File: src/rtl/pattern_stream_ctrl_pkg.sv
// -----------------------------------------------------------------------------
// pattern_stream_pkg
// Shared types and default sizes for the pattern stream controller slice.
//   ctrl_state_e : sequencer states (also exported on the debug state port)
//   DEF_*        : default parameter values used by the top and its interface
// -----------------------------------------------------------------------------
package pattern_stream_pkg;

    localparam int DEF_WORD_W  = 8;
    localparam int DEF_PAT_MAX = 8;
    localparam int DEF_CNT_W   = 16;

    typedef enum logic [1:0] {
        IDLE  = 2'd0,
        WAIT  = 2'd1,
        SHIFT = 2'd2,
        DONE  = 2'd3
    } ctrl_state_e;

endpackage

File: src/rtl/pattern_stream_ctrl_if.sv
// -----------------------------------------------------------------------------
// pattern_stream_ctrl_if
// Word input port of the pattern stream controller.
//   in_valid : source has a word on in_data/in_last
//   in_ready : controller can take a word this cycle
//   in_data  : word, serialised MSB first
//   in_last  : word is the final one of the run
// Handshake: a word transfers on every rising clk edge where in_valid and
// in_ready are both 1. Once raised, the source holds in_valid, in_data and
// in_last stable until that transfer; in_ready may change freely and the
// source must not wait for in_ready before raising in_valid.
// -----------------------------------------------------------------------------
interface pattern_stream_ctrl_if #(
    parameter int WORD_W = pattern_stream_pkg::DEF_WORD_W
);
    logic              in_valid;
    logic              in_ready;
    logic [WORD_W-1:0] in_data;
    logic              in_last;

    modport master (output in_valid, output in_data, output in_last, input in_ready);
    modport slave  (input in_valid, input in_data, input in_last, output in_ready);
endinterface

File: src/rtl/pattern_shift_matcher.sv
// -----------------------------------------------------------------------------
// pattern_shift_matcher
// Bit history shift register with a masked compare against a pattern.
//   clk, resetn : clock, synchronous active-low reset
//   shift_en    : shift bit_in into the history this cycle
//   clr         : clear history and bits-seen counter (wins over shift_en)
//   bit_in      : serial bit, newest
//   pattern     : pattern, bit 0 = most recent bit
//   len         : active length (already limited to PAT_MAX), 0 = no match
//   match       : combinational; 1 when the shift happening this cycle
//                 completes a match (compare looks at the post-shift history)
// -----------------------------------------------------------------------------
module pattern_shift_matcher #(
    parameter int PAT_MAX = 8,
    parameter int LEN_W   = $clog2(PAT_MAX + 1)
) (
    input  logic               clk,
    input  logic               resetn,
    input  logic               shift_en,
    input  logic               clr,
    input  logic               bit_in,
    input  logic [PAT_MAX-1:0] pattern,
    input  logic [LEN_W-1:0]   len,
    output logic               match
);

    logic [PAT_MAX-1:0] hist_q, hist_d;
    logic [PAT_MAX-1:0] hist_shift;
    logic [PAT_MAX-1:0] mask;
    logic [LEN_W-1:0]   seen_q, seen_d;
    logic [LEN_W-1:0]   seen_inc;

    always_comb begin
        hist_shift = {hist_q[PAT_MAX-2:0], bit_in};
        // bits_seen saturates at PAT_MAX; it only gates the compare
        seen_inc   = (seen_q == LEN_W'(PAT_MAX)) ? seen_q : seen_q + 1'b1;

        mask = '0;
        for (int i = 0; i < PAT_MAX; i++) begin
            if (LEN_W'(i) < len) mask[i] = 1'b1;
        end

        hist_d = hist_q;
        seen_d = seen_q;
        if (clr) begin
            hist_d = '0;
            seen_d = '0;
        end else if (shift_en) begin
            hist_d = hist_shift;
            seen_d = seen_inc;
        end

        // Evaluated on the history as it will be after this shift so the
        // registered pulse lands one cycle after the completing shift.
        match = shift_en && !clr && (len != '0) && (seen_inc >= len) &&
                (((hist_shift ^ pattern) & mask) == '0);
    end

    always_ff @(posedge clk) begin
        if (!resetn) begin
            hist_q <= '0;
            seen_q <= '0;
        end else begin
            hist_q <= hist_d;
            seen_q <= seen_d;
        end
    end

endmodule

File: src/rtl/pattern_stream_ctrl.sv
// -----------------------------------------------------------------------------
// pattern_stream_ctrl
// Accepts words, serialises them MSB first into a programmable overlapping
// pattern matcher, counts matches and raises a sticky threshold interrupt.
//   clk, resetn  : clock, synchronous active-low reset
//   cfg_we       : latch cfg_pattern/cfg_len/cfg_thresh (ignored while busy)
//   cfg_pattern  : pattern, bit 0 = most recent bit
//   cfg_len      : pattern length, 0 disables, >PAT_MAX treated as PAT_MAX
//   cfg_thresh   : irq threshold, 0 disables irq
//   start        : begin a run (ignored while busy)
//   in_if        : word input port (valid/ready, see interface)
//   busy         : run in progress
//   match_pulse  : one-cycle pulse per match
//   match_count  : matches since start, saturating
//   irq          : sticky, match_count >= cfg_thresh, cleared by start
//   done         : one-cycle pulse at end of run
//   state_dbg    : current sequencer state
// -----------------------------------------------------------------------------
module pattern_stream_ctrl
    import pattern_stream_pkg::*;
#(
    parameter int WORD_W  = DEF_WORD_W,
    parameter int PAT_MAX = DEF_PAT_MAX,
    parameter int CNT_W   = DEF_CNT_W,
    parameter int LEN_W   = $clog2(PAT_MAX + 1)
) (
    input  logic                 clk,
    input  logic                 resetn,
    input  logic                 cfg_we,
    input  logic [PAT_MAX-1:0]   cfg_pattern,
    input  logic [LEN_W-1:0]     cfg_len,
    input  logic [CNT_W-1:0]     cfg_thresh,
    input  logic                 start,
    pattern_stream_ctrl_if.slave in_if,
    output logic                 busy,
    output logic                 match_pulse,
    output logic [CNT_W-1:0]     match_count,
    output logic                 irq,
    output logic                 done,
    output ctrl_state_e          state_dbg
);

    localparam int              IDX_W    = $clog2(WORD_W);
    localparam logic [IDX_W-1:0] LAST_IDX = IDX_W'(WORD_W - 1);

    ctrl_state_e        state_q, state_d;
    logic [WORD_W-1:0]  word_q, word_d;
    logic               last_q, last_d;
    logic [IDX_W-1:0]   idx_q, idx_d;
    logic [PAT_MAX-1:0] pat_q, pat_d;
    logic [LEN_W-1:0]   len_q, len_d;
    logic [CNT_W-1:0]   thresh_q, thresh_d;
    logic [CNT_W-1:0]   count_q, count_d;
    logic               irq_q, irq_d;
    logic               pulse_q, pulse_d;
    logic               shift_en;
    logic               clr;
    logic               match;

    pattern_shift_matcher #(
        .PAT_MAX (PAT_MAX),
        .LEN_W   (LEN_W)
    ) u_matcher (
        .clk      (clk),
        .resetn   (resetn),
        .shift_en (shift_en),
        .clr      (clr),
        .bit_in   (word_q[WORD_W-1]),
        .pattern  (pat_q),
        .len      (len_q),
        .match    (match)
    );

    always_comb begin
        state_d  = state_q;
        word_d   = word_q;
        last_d   = last_q;
        idx_d    = idx_q;
        pat_d    = pat_q;
        len_d    = len_q;
        thresh_d = thresh_q;
        count_d  = count_q;
        irq_d    = irq_q;
        shift_en = 1'b0;
        clr      = 1'b0;

        if (cfg_we && (state_q == IDLE)) begin
            pat_d    = cfg_pattern;
            len_d    = (cfg_len > LEN_W'(PAT_MAX)) ? LEN_W'(PAT_MAX) : cfg_len;
            thresh_d = cfg_thresh;
        end

        case (state_q)
            IDLE: begin
                if (start) begin
                    state_d = WAIT;
                    clr     = 1'b1;
                    count_d = '0;
                    irq_d   = 1'b0;
                end
            end
            WAIT: begin
                if (in_if.in_valid) begin
                    word_d  = in_if.in_data;
                    last_d  = in_if.in_last;
                    idx_d   = '0;
                    state_d = SHIFT;
                end
            end
            SHIFT: begin
                // word_q is shifted left so its MSB is always the next bit out
                shift_en = 1'b1;
                word_d   = {word_q[WORD_W-2:0], 1'b0};
                idx_d    = idx_q + 1'b1;
                if (idx_q == LAST_IDX) state_d = last_q ? DONE : WAIT;
            end
            DONE: begin
                state_d = IDLE;
            end
            default: begin
                state_d = IDLE;
            end
        endcase

        if (match && (count_q != '1)) count_d = count_q + 1'b1;

        // Count only moves during SHIFT, so irq follows the new count there;
        // the threshold cannot change mid-run because config writes need IDLE.
        if ((state_q == SHIFT) && (thresh_q != '0) && (count_d >= thresh_q)) irq_d = 1'b1;

        pulse_d = match;
    end

    always_ff @(posedge clk) begin
        if (!resetn) begin
            state_q  <= IDLE;
            word_q   <= '0;
            last_q   <= 1'b0;
            idx_q    <= '0;
            pat_q    <= '0;
            len_q    <= '0;
            thresh_q <= '0;
            count_q  <= '0;
            irq_q    <= 1'b0;
            pulse_q  <= 1'b0;
        end else begin
            state_q  <= state_d;
            word_q   <= word_d;
            last_q   <= last_d;
            idx_q    <= idx_d;
            pat_q    <= pat_d;
            len_q    <= len_d;
            thresh_q <= thresh_d;
            count_q  <= count_d;
            irq_q    <= irq_d;
            pulse_q  <= pulse_d;
        end
    end

    assign in_if.in_ready = (state_q == WAIT);
    assign busy           = (state_q != IDLE);
    assign done           = (state_q == DONE);
    assign match_pulse    = pulse_q;
    assign match_count    = count_q;
    assign irq            = irq_q;
    assign state_dbg      = state_q;

endmodule
File: src/flat_wrapper.sv
// flat-port wrapper written by rule: the top's interface ports become plain ports
module pattern_stream_ctrl_flat import pattern_stream_pkg::*;
#(
    parameter int WORD_W  = DEF_WORD_W,
    parameter int PAT_MAX = DEF_PAT_MAX,
    parameter int CNT_W   = DEF_CNT_W,
    parameter int LEN_W   = $clog2(PAT_MAX + 1)
)
  (clk, resetn, cfg_we, cfg_pattern, cfg_len, cfg_thresh, start, busy, match_pulse, match_count, irq, done, state_dbg, in_if_in_valid, in_if_in_data, in_if_in_last, in_if_in_ready);
  pattern_stream_ctrl_if #(.WORD_W(WORD_W)) in_if_i ();
  input  logic clk;
  input  logic resetn;
  input  logic cfg_we;
  input  logic [PAT_MAX-1:0] cfg_pattern;
  input  logic [LEN_W-1:0] cfg_len;
  input  logic [CNT_W-1:0] cfg_thresh;
  input  logic start;
  output logic busy;
  output logic match_pulse;
  output logic [CNT_W-1:0] match_count;
  output logic irq;
  output logic done;
  output ctrl_state_e state_dbg;
  input wire logic [$bits(in_if_i.in_valid)-1:0] in_if_in_valid;
  input wire logic [$bits(in_if_i.in_data)-1:0] in_if_in_data;
  input wire logic [$bits(in_if_i.in_last)-1:0] in_if_in_last;
  output wire logic [$bits(in_if_i.in_ready)-1:0] in_if_in_ready;
  assign in_if_i.in_valid = in_if_in_valid;
  assign in_if_i.in_data = in_if_in_data;
  assign in_if_i.in_last = in_if_in_last;
  assign in_if_in_ready = in_if_i.in_ready;
  pattern_stream_ctrl #(.WORD_W(WORD_W), .PAT_MAX(PAT_MAX), .CNT_W(CNT_W), .LEN_W(LEN_W)) u_core (.clk(clk), .resetn(resetn), .cfg_we(cfg_we), .cfg_pattern(cfg_pattern), .cfg_len(cfg_len), .cfg_thresh(cfg_thresh), .start(start), .in_if(in_if_i), .busy(busy), .match_pulse(match_pulse), .match_count(match_count), .irq(irq), .done(done), .state_dbg(state_dbg));
endmodule
File: config.mk
export PLATFORM = sky130hd
export DESIGN_NAME = pattern_stream_ctrl_flat
export DESIGN_NICKNAME = d
export VERILOG_FILES = /design/src/rtl/pattern_stream_ctrl_pkg.sv /design/src/rtl/pattern_stream_ctrl_if.sv /design/src/rtl/pattern_shift_matcher.sv /design/src/rtl/pattern_stream_ctrl.sv /design/src/flat_wrapper.sv
export SDC_FILE = /design/constraint.sdc
export NUM_CORES = 1
export LEC_CHECK = 0
export CORE_MARGIN = 2
export CORE_UTILIZATION = 58
export CTS_BUF_LIST = sky130_fd_sc_hd__clkbuf_16
export DETAILED_ROUTE_END_ITERATION = 6
export MAX_ROUTING_LAYER = met4
export PLACE_DENSITY = 0.86
export SYNTH_ARGS = -nofsm -noshare
export SYNTH_HDL_FRONTEND = slang
export SYNTH_HIERARCHICAL = 1
export SYNTH_SLANG_ARGS = --single-unit
File: constraint.sdc
create_clock -name clk -period 10.7 [get_ports clk]
set_input_delay 1.605 -clock clk [delete_from_list [all_inputs] [get_ports clk]]
set_output_delay 1.605 -clock clk [all_outputs]
set_load 0.05 [all_outputs]
==> flow_summary.ini, run 1 <==
[floorplanning]
die_y_um = 85.7
core_area_um2 = 6420
die_w_um = 85.7
io-pin-count = 65
start_util_pct = 60.3
dieArea_um2 = 7350
rows = 29

[critical_path]
crit_path_cell_trace = clkdlybuf4s50_1, nand2_1, inv_1, inv_1, o211ai_1, nor4_1, and3_1, nand3_1, nor4_1, nand4_1, or2_2, nand2_1, ha_1, nand4_1, a211oi_1, a211oi_1, o21ai_0, o21bai_1
cp_max_fo = 14
slowest_delay_ns = 0.59
critPathLaunchType = primary input
crit_buf_inv = 3
end_kind = flop
worstPathArrival_ns = 5.59
crit_type = primary input to flop
crit_path_top_delay_cell = and3_1
crit_family = simple AND/OR/NAND/NOR gates
crit_required_ns = 10.92

[sta]
skew_ns = 0.00393
rsz0062_at_grt = false
max_freq_ghz = 0.186
setup_viol = 0
relSlewSlack_pct = 39.7
final.min_clock_period_ns = 5.37
fin_tns_setup_ns = 0
report.final.slew_viol_count = 0
setup_slack_ns = 5.33
min_period_over_period_pct = 50.2
final_hold_viol_count = 0
worst_pin_slew_ns = 0.904

[place]
io_buffers = 64
dpl_cell_area_um2 = 4550
pre_cts_slack_ns = 5.10
place_congestion = 0.936
dp_hpwl_um = 6390

[status]
outcome = finished, violations left
violations = design-rule violations

[grt]
track_usage_pct = 25.9
grt_pass1_vias = 3256
grt_pass1_wl_um = 15000
overflow = 0
grt_antenna_before_repair = 0
grt_max_degree = 62

[yosys]
synth_edf_count = 0
synth_area_leaders = dfxtp_1 (37%), nand2_1 (8.6%), ha_1 (8.1%)
synth_common_cells = nand2_1 (89), dfxtp_1 (71), a21boi_0 (33)
avgSynthCellArea_um2 = 8.17
synth_flop_cell = dfxtp_1
yosysMostFrequentCell = nand2_1
synth_seq_cells = 71
yosysSeqAreaShare_pct = 36.7
async_flop_share_pct = 0
syn-cell-area_um2 = 3870
yosysTopAreaCell = dfxtp_1
syn_inst = 474
ys_warn_count = 6
yosysUniqueCellTypes = 52
synthesis.nets = 541
synth.top_cell.area_share_pct = 36.7

[route]
wl_per_cell_um = 14.3
vias = 3506
drt_iter0_drc = 195
viasPerCell = 5.70
postRouteWirelength_um = 8800
postRouteAntennaNets = 0
first_pass_iters = 7
drc = 7

[cts]
cts.sinks = 71
root_buffer = clkbuf_16
clockBufferDepth = 2
clock_latency_ns = 0.33
numCtsBuffers = 9
cts_setup_buffers = 0
cts_resized = 0
holdBufCountCts = 0
cts_htree_levels = 3
clk_pin_slew_worst_paths_ns = 0.06
tritoncts = done

[hold_path]
hp-class = flop to flop

[power_and_ir_drop]
p_leak_uw = 0.00192
power_density_nw_per_um2 = 137
vdd_drop_max_mv = 0.0940

[finish]
fin_area_um2 = 4840
drive_above_1_share_pct = 4.83
area_growth_pct = 25.1
fin_nets = 600
antenna_cells = 0

[job]
maxCapViolCount = 0
## cell families after synthesis
| group | count (synthesis) | share of synthesized area [%] |
|---|---|---|
| AND/OR/NAND/NOR | 208 | 25.9 |
| adder cells (fa/ha/maj) | 25 | 8.07 |
| XOR/XNOR | 14 | 3.17 |
| multiplexers | 10 | 2.62 |
| AO/OA/AOI/OAI | 97 | 18.6 |
| flip-flops | 71 | 36.7 |
| buffers and inverters | 49 | 4.97 |
## power breakdown
part	internal, uW	switching, uW
Clock	181	112
Combinational	38.9	46.4
Sequential	276	10.2
Total	495	169
## area by class of cell
class                           count  area, um2
Multi-Input combinational cell    354       2260
Fill cell                         475       1580
Sequential cell                    71       1420
Timing Repair Buffer               65        648
Clock buffer                        9        225
Inverter                           32        120
Tap cell                           77       96.3
Clock inverter                      7       73.8
## metal layers
metal | GRT usage (%) | wire length [um]
met1 | 35.6 | 4160
met2 | 39.0 | 4040
met3 | 3.56 | 463
met4 | 9.52 | 129
met5 | - | 0
## per-stage QoR
step                util, %  power, uW  cells  hold slack, ns
finish                 75.4        664    615           0.469
global route           75.4        693    615           0.506
CTS                    75.4        671    615           0.467
detailed placement     70.8        376    599           0.458
global placement       70.8        373    599           0.455
floorplan                 -        344    474           0.440
## flip-flops by register name (all words and copies together) (netlist names), 3 cells and up
register and count:
u_core/u_matcher/seen_q 4, u_core/match_count 16, u_core/thresh_q 16, u_core/word_q 8, u_core/idx_q 3, u_core/u_matcher/hist_q 7
u_core/pat_q 8, u_core/len_q 4
## worst paths after layout
path | start | end | slack, ns | cells after the start
max | start | u_core/irq$_SDFFE_PN0P_ | 5.33 | 18
min | u_core/last_q$_SDFFE_PN0P_ | u_core/last_q$_SDFFE_PN0P_ | 0.47 | 2
max reg2reg | u_core/state_dbg[1]$_SDFFE_PN0P_ | u_core/irq$_SDFFE_PN0P_ | 5.84 | 16
min reg2reg | u_core/last_q$_SDFFE_PN0P_ | u_core/last_q$_SDFFE_PN0P_ | 0.47 | 2
## cells in the final DEF (no fill, tap or decap), types with 3 or more instances in the layout
cell type,count
nor2b_1,7
and3_1,5
a21o_1,3
o22ai_1,3
nor4_1,8
and2_1,13
a31oi_1,3
o21ai_1,4
nor3_1,4
ha_1,25
clkinvlp_4,3
nand2b_1,3
o211a_1,7
clkbuf_16,9
or2_2,4
dfxtp_1,71
o21ai_0,11
xor2_1,4
inv_1,33
nand2_1,89
clkdlybuf4s50_1,64
nand3b_1,3
a21oi_1,10
nor2_1,26
xnor2_1,10
a211oi_1,4
mux2i_1,9
nand4_1,14
nand3_1,24
a21boi_0,33
## tightest hold or removal path, cell delays in order, from the launching register on
cell      delay (ns)
dfxtp_1         0.31
nand2_1         0.05
a21boi_0        0.06
No activity file was read; power rests on OpenSTA's default activity.
==> inputs of run 2 (changes only) <==
--- a/config.mk
+++ b/config.mk
@@ -6,11 +6,11 @@
 export NUM_CORES = 1
 export LEC_CHECK = 0
 export CORE_MARGIN = 2
-export CORE_UTILIZATION = 58
+export CORE_UTILIZATION = 48
 export CTS_BUF_LIST = sky130_fd_sc_hd__clkbuf_16
 export DETAILED_ROUTE_END_ITERATION = 6
 export MAX_ROUTING_LAYER = met4
-export PLACE_DENSITY = 0.86
+export PLACE_DENSITY = 0.76
 export SYNTH_ARGS = -nofsm -noshare
 export SYNTH_HDL_FRONTEND = slang
 export SYNTH_HIERARCHICAL = 1
==> constraint.sdc (replaced) <==
create_clock -name clk -period 4.5 [get_ports clk]
set_input_delay 0.675 -clock clk [delete_from_list [all_inputs] [get_ports clk]]
set_output_delay 0.675 -clock clk [all_outputs]
set_load 0.05 [all_outputs]
==> run 2 against run 1 <==
The run now ends clean. First-iteration DRC count fell by 15%. Non-clock buffer count up 2. Flip-flop and latch count is the same. Critical path depth is 2 higher. Worst hold slack hardly changed. Setup slack got worse by 4.9 ns. Sequential share of layout area is 0.41 points lower. Combinational power grew 140%. Wire length rose by 4.6%. Critical path type is now flop to flop. Largest cell class unchanged. Highest routed layer unchanged.
==> flow_summary.ini, run 2 (same netlist as run 1, synthesis figures left out) <==
[power_and_ir_drop]
power_density_nw_per_um2 = 335
vdd_drop_max_mv = 0.213
p_leak_uw = 0.00194

[grt]
overflow = 0
track_usage_pct = 22.9
grt_max_degree = 34
grt_pass1_vias = 3331
grt_antenna_before_repair = 0
grt_pass1_wl_um = 15400

[finish]
fin_nets = 602
final_common_cell = nand2_1
antenna_cells = 0
area_growth_pct = 26.8
final_cell_mix = nand2_1 (89), dfxtp_1 (71), clkdlybuf4s50_1 (64), inv_1 (33), a21boi_0 (33)
multiInputGateArea_um2 = 2260
stdcell_count = 642
drive_above_1_share_pct = 5.19
register_area_um2 = 1420
fillers = 683

[cts]
cts_htree_levels = 3
clk_pin_slew_worst_paths_ns = 0.06
cts_resized = 0
cts_setup_buffers = 0
cts.sinks = 71
holdBufCountCts = 0
tritoncts = done
numCtsBuffers = 9
root_buffer = clkbuf_16
clock_latency_ns = 0.33
clockBufferDepth = 2

[sta]
skew_ns = 0.00665
worst_pin_slew_ns = 1.04
fin_tns_setup_ns = 0
final.min_clock_period_ns = 4.11
max_freq_ghz = 0.244
rsz0062_at_grt = false
min_period_over_period_pct = 91.2
setup_slack_ns = 0.394
hold-worst-slack_ns = 0.469
setup_viol = 0
final_hold_viol_count = 0
report.final.slew_viol_count = 0
relSlewSlack_pct = 30.8

[critical_path]
reg2reg_slack_ns = 0.39
crit_path_cell_trace = inv_1, ha_1, nand2_1, nand2_1, mux2i_1, ha_1, nor3_1, a221oi_2, and3_1, nand3_1, nor4_1, o311ai_0, o21ai_0, nor2_1, ha_1, nand4_1, o22ai_1, a211oi_1, a2bb2oi_1, o21bai_1
slowest_delay_ns = 0.38
crit_family = compound AO/OA/AOI/OAI gates
cp_max_fo = 4
worstSetupPathDepth = 20
end_kind = flop
crit_required_ns = 4.72
crit_path_top_delay_cell = dfxtp_1
crit_buf_inv = 1
regToRegStartpoint = u_core/u_matcher/seen_q[0]$_SDFFE_PP0P_
worstPathArrival_ns = 4.33
startpoint = u_core/u_matcher/seen_q[0]$_SDFFE_PP0P_
critPathLaunchType = flop
crit_path_frequent_cell = ha_1
rr_worst_depth = 20
crit_type = flop to flop

[floorplanning]
core_area_um2 = 7770
start_util_pct = 49.9
rows = 32
die_w_um = 93.8
die_y_um = 93.8
dieArea_um2 = 8810
io-pin-count = 65

[place]
place_congestion = 0.978
pre_cts_slack_ns = 0.263
dp_cells = 626
dp_hpwl_um = 6520
io_buffers = 64

[job]
maxCapViolCount = 0

[hold_path]
hp-class = flop to flop
whs_path_depth = 2
min_from = u_core/last_q$_SDFFE_PN0P_

[route]
postRouteWirelength_um = 9210
vias = 3509
wl_per_cell_um = 14.3
dr.max_layer_used = met4
wl_met2_um = 4180
postRouteAntennaNets = 0
wl_met1_um = 4310
viasPerCell = 5.47
first_pass_iters = 4
met3_length_um = 494
drc = 0
drt_iter0_drc = 166

[status]
outcome = finished clean
## run 2: cell count changes in the layout (fill, tap and decap cells not counted)
cell,change
bufinv_16,+1
clkinv_4,-1
inv_6,+1
buf_4,+2
clkinvlp_4,-1
## run 2: per-stage QoR
stage                     utilization, %  area [um2]  power (uW)
final                               63.3        4910        1650
after global routing                63.3        4910        1720
after CTS                           63.3        4910        1650
after detailed placement            59.1        4590         897
after global placement              59.1        4590         890
after floorplan                        -        3870         819
## run 2: metal layers
| layer | vias up | global-route usage (%) |
|---|---|---|
| li1 | 1778 | - |
| met1 | 1591 | 29.6 |
| met2 | 119 | 34.9 |
| met3 | 21 | 4.09 |
| met4 | 0 | 10.3 |
| met5 | - | - |
## run 2: layout make-up
class                           count  share of cell area, %
Multi-Input combinational cell    354                   46.0
Sequential cell                    71                   28.9
Timing Repair Buffer               67                   13.5
Clock buffer                        9                   4.58
Tap cell                          102                   2.60
Inverter                           32                   2.44
Clock inverter                      7                   1.96
## run 2: worst paths after layout
check,end
worst max register to register,u_core/irq$_SDFFE_PN0P_
worst min-delay path,u_core/last_q$_SDFFE_PN0P_
worst max-delay path,u_core/irq$_SDFFE_PN0P_
worst min register to register,u_core/last_q$_SDFFE_PN0P_
## run 2: power breakdown
group / switching (uW) / internal (uW)
Combinational: 111 / 93.3
Clock: 274 / 487
Sequential: 24.5 / 656
## run 2: worst register-to-register path: cells and delay by family, from the launching register on
kind / cells / cell delay [ns]
adders and majority gates: 3 / 0.77
AOI/OAI and AO/OA: 7 / 1.36
and+or+nand+nor: 8 / 1.13
muxes: 1 / 0.24
buffers and inverters: 1 / 0.11
DFF: 1 / 0.38
